==> src/rtl/truth_table_sweeper.sv <==
// Sweeps every input vector of an N_IN-input combinational block, captures its
// response into a truth table and compares it against EXPECTED. Optional macro: SWEEP_ABORT_EN.
module truth_table_sweeper #(
  parameter int                      N_IN     = 4,
  parameter int                      SETTLE   = 1,
  parameter logic [(1<<N_IN)-1:0]    EXPECTED = 16'hAC3C
) (
  input  logic                       clk,
  input  logic                       rst,
  input  logic                       start,
  input  logic                       s_in,
  output logic [N_IN-1:0]            vec_out,
  output logic                       busy,
  output logic                       done,
  output logic [(1<<N_IN)-1:0]       table_out,
  output logic                       pass,
  output logic [N_IN:0]              mismatch_cnt
`ifdef SWEEP_ABORT_EN
  ,
  output logic [N_IN-1:0]            first_fail,
  output logic                       aborted
`endif
);

  localparam int NV = 1 << N_IN;
  localparam logic [3:0] SETTLE_C = 4'(SETTLE);

  typedef enum logic [1:0] {
    S_IDLE = 2'd0,
    S_WAIT = 2'd1,
    S_DONE = 2'd2
  } state_e;

  state_e            state_q, state_d;
  logic [N_IN-1:0]   vec_q, vec_d;
  logic [3:0]        cnt_q, cnt_d;
  logic              busy_q, busy_d;
  logic              done_q, done_d;
  logic [NV-1:0]     tbl_q, tbl_d;
  logic              pass_q, pass_d;
  logic [N_IN:0]     mm_q, mm_d;
  logic              mis_s;
  logic              abort_s;
`ifdef SWEEP_ABORT_EN
  logic [N_IN-1:0]   ff_q, ff_d;
  logic              ab_q, ab_d;
`endif

  // State and result registers; reset discards any partial sweep.
  always_ff @(posedge clk or posedge rst) begin
    if (rst) begin
      state_q <= S_IDLE;
      vec_q   <= '0;
      cnt_q   <= 4'd0;
      busy_q  <= 1'b0;
      done_q  <= 1'b0;
      tbl_q   <= '0;
      pass_q  <= 1'b0;
      mm_q    <= '0;
`ifdef SWEEP_ABORT_EN
      ff_q    <= '0;
      ab_q    <= 1'b0;
`endif
    end else begin
      state_q <= state_d;
      vec_q   <= vec_d;
      cnt_q   <= cnt_d;
      busy_q  <= busy_d;
      done_q  <= done_d;
      tbl_q   <= tbl_d;
      pass_q  <= pass_d;
      mm_q    <= mm_d;
`ifdef SWEEP_ABORT_EN
      ff_q    <= ff_d;
      ab_q    <= ab_d;
`endif
    end
  end

  // Next-state and result update logic.
  always_comb begin
    state_d = state_q;
    vec_d   = vec_q;
    cnt_d   = cnt_q;
    busy_d  = busy_q;
    done_d  = 1'b0;
    tbl_d   = tbl_q;
    pass_d  = pass_q;
    mm_d    = mm_q;
`ifdef SWEEP_ABORT_EN
    ff_d    = ff_q;
    ab_d    = ab_q;
`endif
    mis_s   = (s_in != EXPECTED[vec_q]);
`ifdef SWEEP_ABORT_EN
    abort_s = mis_s;
`else
    abort_s = 1'b0;
`endif

    case (state_q)
      S_IDLE: begin
        if (start) begin
          state_d = S_WAIT;
          vec_d   = '0;
          cnt_d   = SETTLE_C;
          tbl_d   = '0;
          mm_d    = '0;
          pass_d  = 1'b0;
          busy_d  = 1'b1;
`ifdef SWEEP_ABORT_EN
          ff_d    = '0;
          ab_d    = 1'b0;
`endif
        end else begin
          state_d = S_IDLE;
        end
      end
      S_WAIT: begin
        if (cnt_q != 4'd0) begin
          cnt_d = cnt_q - 4'd1;
        end else begin
          tbl_d[vec_q] = s_in;
          if (mis_s) begin
            mm_d = mm_q + (N_IN+1)'(1);
          end else begin
            mm_d = mm_q;
          end
          // done is registered on the final sample edge so it is high exactly during DONE.
          if (abort_s) begin
            state_d = S_DONE;
            busy_d  = 1'b0;
            done_d  = 1'b1;
            pass_d  = 1'b0;
`ifdef SWEEP_ABORT_EN
            ff_d    = vec_q;
            ab_d    = 1'b1;
`endif
          end else if (&vec_q) begin
            state_d = S_DONE;
            busy_d  = 1'b0;
            done_d  = 1'b1;
            pass_d  = (mm_d == '0);
          end else begin
            vec_d = vec_q + N_IN'(1);
            cnt_d = SETTLE_C;
          end
        end
      end
      S_DONE: begin
        state_d = S_IDLE;
      end
      default: begin
        state_d = S_IDLE;
        busy_d  = 1'b0;
      end
    endcase
  end

  assign vec_out      = vec_q;
  assign busy         = busy_q;
  assign done         = done_q;
  assign table_out    = tbl_q;
  assign pass         = pass_q;
  assign mismatch_cnt = mm_q;
`ifdef SWEEP_ABORT_EN
  assign first_fail   = ff_q;
  assign aborted      = ab_q;
`endif

endmodule

==> config.mk <==
export PLATFORM = sky130hd
export DESIGN_NAME = truth_table_sweeper
export DESIGN_NICKNAME = d
export VERILOG_FILES = /design/src/rtl/truth_table_sweeper.sv
export SDC_FILE = /design/constraint.sdc
export NUM_CORES = 1
export LEC_CHECK = 0
export ABC_AREA = 1
export BUFFER_PORTS_ARGS = -buffer_cell sky130_fd_sc_hd__buf_2
export CAP_MARGIN = 25
export CORE_AREA = 4 4 67 69
export CTS_BUF_LIST = sky130_fd_sc_hd__clkbuf_4 sky130_fd_sc_hd__clkbuf_8
export CTS_CLUSTER_DIAMETER = 150
export CTS_CLUSTER_SIZE = 25
export DETAILED_ROUTE_END_ITERATION = 6
export DIE_AREA = 0 0 71 73
export PLACE_DENSITY_LB_ADDON = 0.3
export SKIP_LAST_GASP = 1
export SLEW_MARGIN = 20
export SYNTH_ARGS = -nofsm -noshare
export SYNTH_HDL_FRONTEND = slang
export SYNTH_SLANG_ARGS = --single-unit
export TNS_END_PERCENT = 30
==> constraint.sdc <==
create_clock -name clk -period 2 [get_ports clk]
set_clock_uncertainty 0.15 [all_clocks]
set_input_delay 0.2 -clock clk [delete_from_list [all_inputs] [get_ports clk]]
set_output_delay 0.2 -clock clk [all_outputs]
set_load 0.005 [all_outputs]
==> flow_summary.toml <==
[routing]
vias = 1565
wl_per_cell_um = 12.54
route.detailed.drc = 0
totalWireLength_mm = 3.925
drt_pass1_iterations = 4
vias_per_cell = 5.000
antenna_left = 0
initialDrtViolationCount = 107

[worst_hold_path]
whs_path_depth = 3
hold_path_end = "busy"
hp-start = "start"
hp-class = "input port to flip-flop"

[global_routing]
gr-usage-all-layers_pct = 16.88
antenna_found_initial = 0
use_met2_pct = 25.75
grt_pass1_wl_mm = 6.886
grt-busiest-layer = "met2"
overflow = 0
met1_usage_pct = 22.70
grt_pass1_vias = 1517
grt_max_degree = 35
grt_util_met3_pct = 4.959

[timing]
slew_violations = 0
rsz0062_at_grt = "false"
setup_ws_ns = 0.2132
slew-limit-headroom_pct = 71.11
worstMarginPinSlew_ns = 0.4334
post-route-period-util_pct = 89.34
final.min_clock_period_ns = 1.787
setup_viol = 0
hold_viol = 0
fmax_mhz = 559.6
final.setup.tns_ns = 0

[pwr]
power_frac_seq_pct = 34.4
p_total_w = 0.003294
intPower_w = 0.001941
swShare_pct = 41.06
power_frac_clock_pct = 19.4
p_sw_w = 0.001352
leakagePower_nw = 1.167
comb_power_share_pct = 46.1
p_per_area_nw_per_um2 = 1467
vdd_drop_max_mv = 0.6542

[synth]
yosysSeqAreaShare_pct = 45.06
synth_nets = 234
async_reset_ff_share_pct = 100.0
syn_area_um2 = 1888
yosys_warnings = 0
synth_cells = 222
avgSynthCellArea_um2 = 8.505
synth.distinct_cells = 30
synth-edff-count = 0
ys.flop_type = "dfrtp_1"
ys_ff_latch = 34

[die]
rows = 23
fp.dieH_um = 73
core_region_area_um2 = 3914
initial_core_util_pct = 48.24
io_pins = 32
dieArea_um2 = 5183
die_x_um = 71

[cells_and_area]
fillers = 370
instances_no_fill = 313
fin_nets = 274
area_growth_pct = 18.95
diodes = 0
drive_gt1_share_pct = 26.62
utilization_pct = 57.38
final_cell_mix = "nand2_1, dfrtp_1, buf_2, inv_1, nand3_1"
final_common_cell = "nand2_1"

[setup_path]
r2r-end = "pass"
cp-end-kind = "flip-flop"
cpMaxStageDelayCell = "dfrtp_1"
rr_startpoint = "vec_out[1]"
cpMostUsedCell = "nand2_1"
reg2reg_depth = 9
crit_path_max_incr_delay_ns = 0.46
crit_arrival_ns = 1.82
startpoint_type = "flip-flop"
path_cells = "ha_1, nand2_4, nand4_2, nand2_2, nand2_1, nand2_1, nor2_1, nand2_1, nand2_1"
crit_type = "flip-flop to flip-flop"
r2r_setup_slack_ns = 0.21
cp_max_fo = 6
critical_path_required_ns = 2.03

[clocking]
cts-buffers-inserted = 5
clkLatencyLatePin_ns = 0.29
clk_pin_slew_ns = 0.07
clock_sinks = 34
cts_resized = 0
cts_tree = "done"
root_buffer = "clkbuf_8"
htreeDepth = 2
clk_path_buf_depth = 2

[run_status]
status = "finished clean"

[placement]
io_buffer_count = 31
dp.cells = 304
dpl_worst_slack_ns = 0.2267
place_congestion = 0.8559
hpwl_mm = 2.905

[flow_run]
drv_cap = 0
critical path: cells and delay by family, from the launching register on:
kind                     cells  cell delay [ns]
flip-flops                   1             0.46
AND/OR/NAND/NOR              8             0.69
adder cells (fa/ha/maj)      1             0.36
cell type report:
type	instances	area [µm²]	share of cell area, %
clock inverters	1	30.03	1.337
clock buffers	7	83.83	3.733
well taps	50	62.56	2.786
repair buffers	37	202.7	9.025
multi-input cells	147	874.6	38.94
flip-flops and latches	34	850.8	37.88
inverters	37	141.4	6.295
layer usage:
metal	part of all wire (%)	wire length (µm)
met5	0	0
met1	50	1978
met2	43	1704
met4	1.5	59
met3	4.6	181
cell usage after synthesis (all sizes together) (3+ instances only):
| master | n | area [µm²] |
|---|---|---|
| dfrtp | 34 | 850.8 |
| ha | 8 | 100.1 |
| nor2 | 16 | 83.83 |
| nand2 | 48 | 232.7 |
| o21ai | 15 | 75.07 |
| o22ai | 12 | 75.07 |
| buf | 3 | 17.52 |
| a21oi | 14 | 70.07 |
| nand3 | 19 | 117.6 |
| inv | 37 | 141.4 |
| o31ai | 5 | 37.54 |
flip-flops by register name, indices dropped and copies added, names as in the netlist:
register,count
busy,1
cnt_q,4
done,1
mismatch_cnt,5
pass,1
state_q,2
table_out,16
vec_out,4
power groups by stage:
stage / sequential, W / combinational [W] / clock, W
global route: 0.00118 / 0.00176 / 0.000682
floorplan: 0.00114 / 0.00105 / 0
finish: 0.00113 / 0.00152 / 0.000640
detailed placement: 0.00115 / 0.00152 / 0
global placement: 0.00114 / 0.00151 / 0
CTS: 0.00114 / 0.00153 / 0.000654
stage by stage:
stage | hold WS (ns) | instance area (µm²)
floorplan | 0.1916 | 1888
global placement | 0.1625 | 2122
detailed placement | 0.1719 | 2122
CTS | 0.09765 | 2246
global route | 0.1046 | 2246
finish | 0.09658 | 2246
worst max path at each step:
stage                 to  startpoint  cells after the start  slack (ns)
global route        pass  vec_out[1]                      9        0.08
detailed placement  pass  vec_out[1]                      9        0.23
floorplan           pass  vec_out[1]                      9        0.36
finish              pass  vec_out[1]                      9        0.21
CTS                 pass  vec_out[1]                      9        0.21
global placement    pass  vec_out[1]                      9        0.24
cell families after synthesis:
family          share of synthesized area (%)
fa+ha+maj                               5.302
buf+inv                                 8.615
flops                                   45.06
compound gates                          13.65
simple gates                            25.51
xor+xnor                                1.856
repair_timing:
action / 4_1_cts / 5_1_grt
buffers inserted: 0 / 0
endpoints found under the hold margin: 34 / 0
hold buffers: 1 / 0
(Power assumes the default switching activity.)
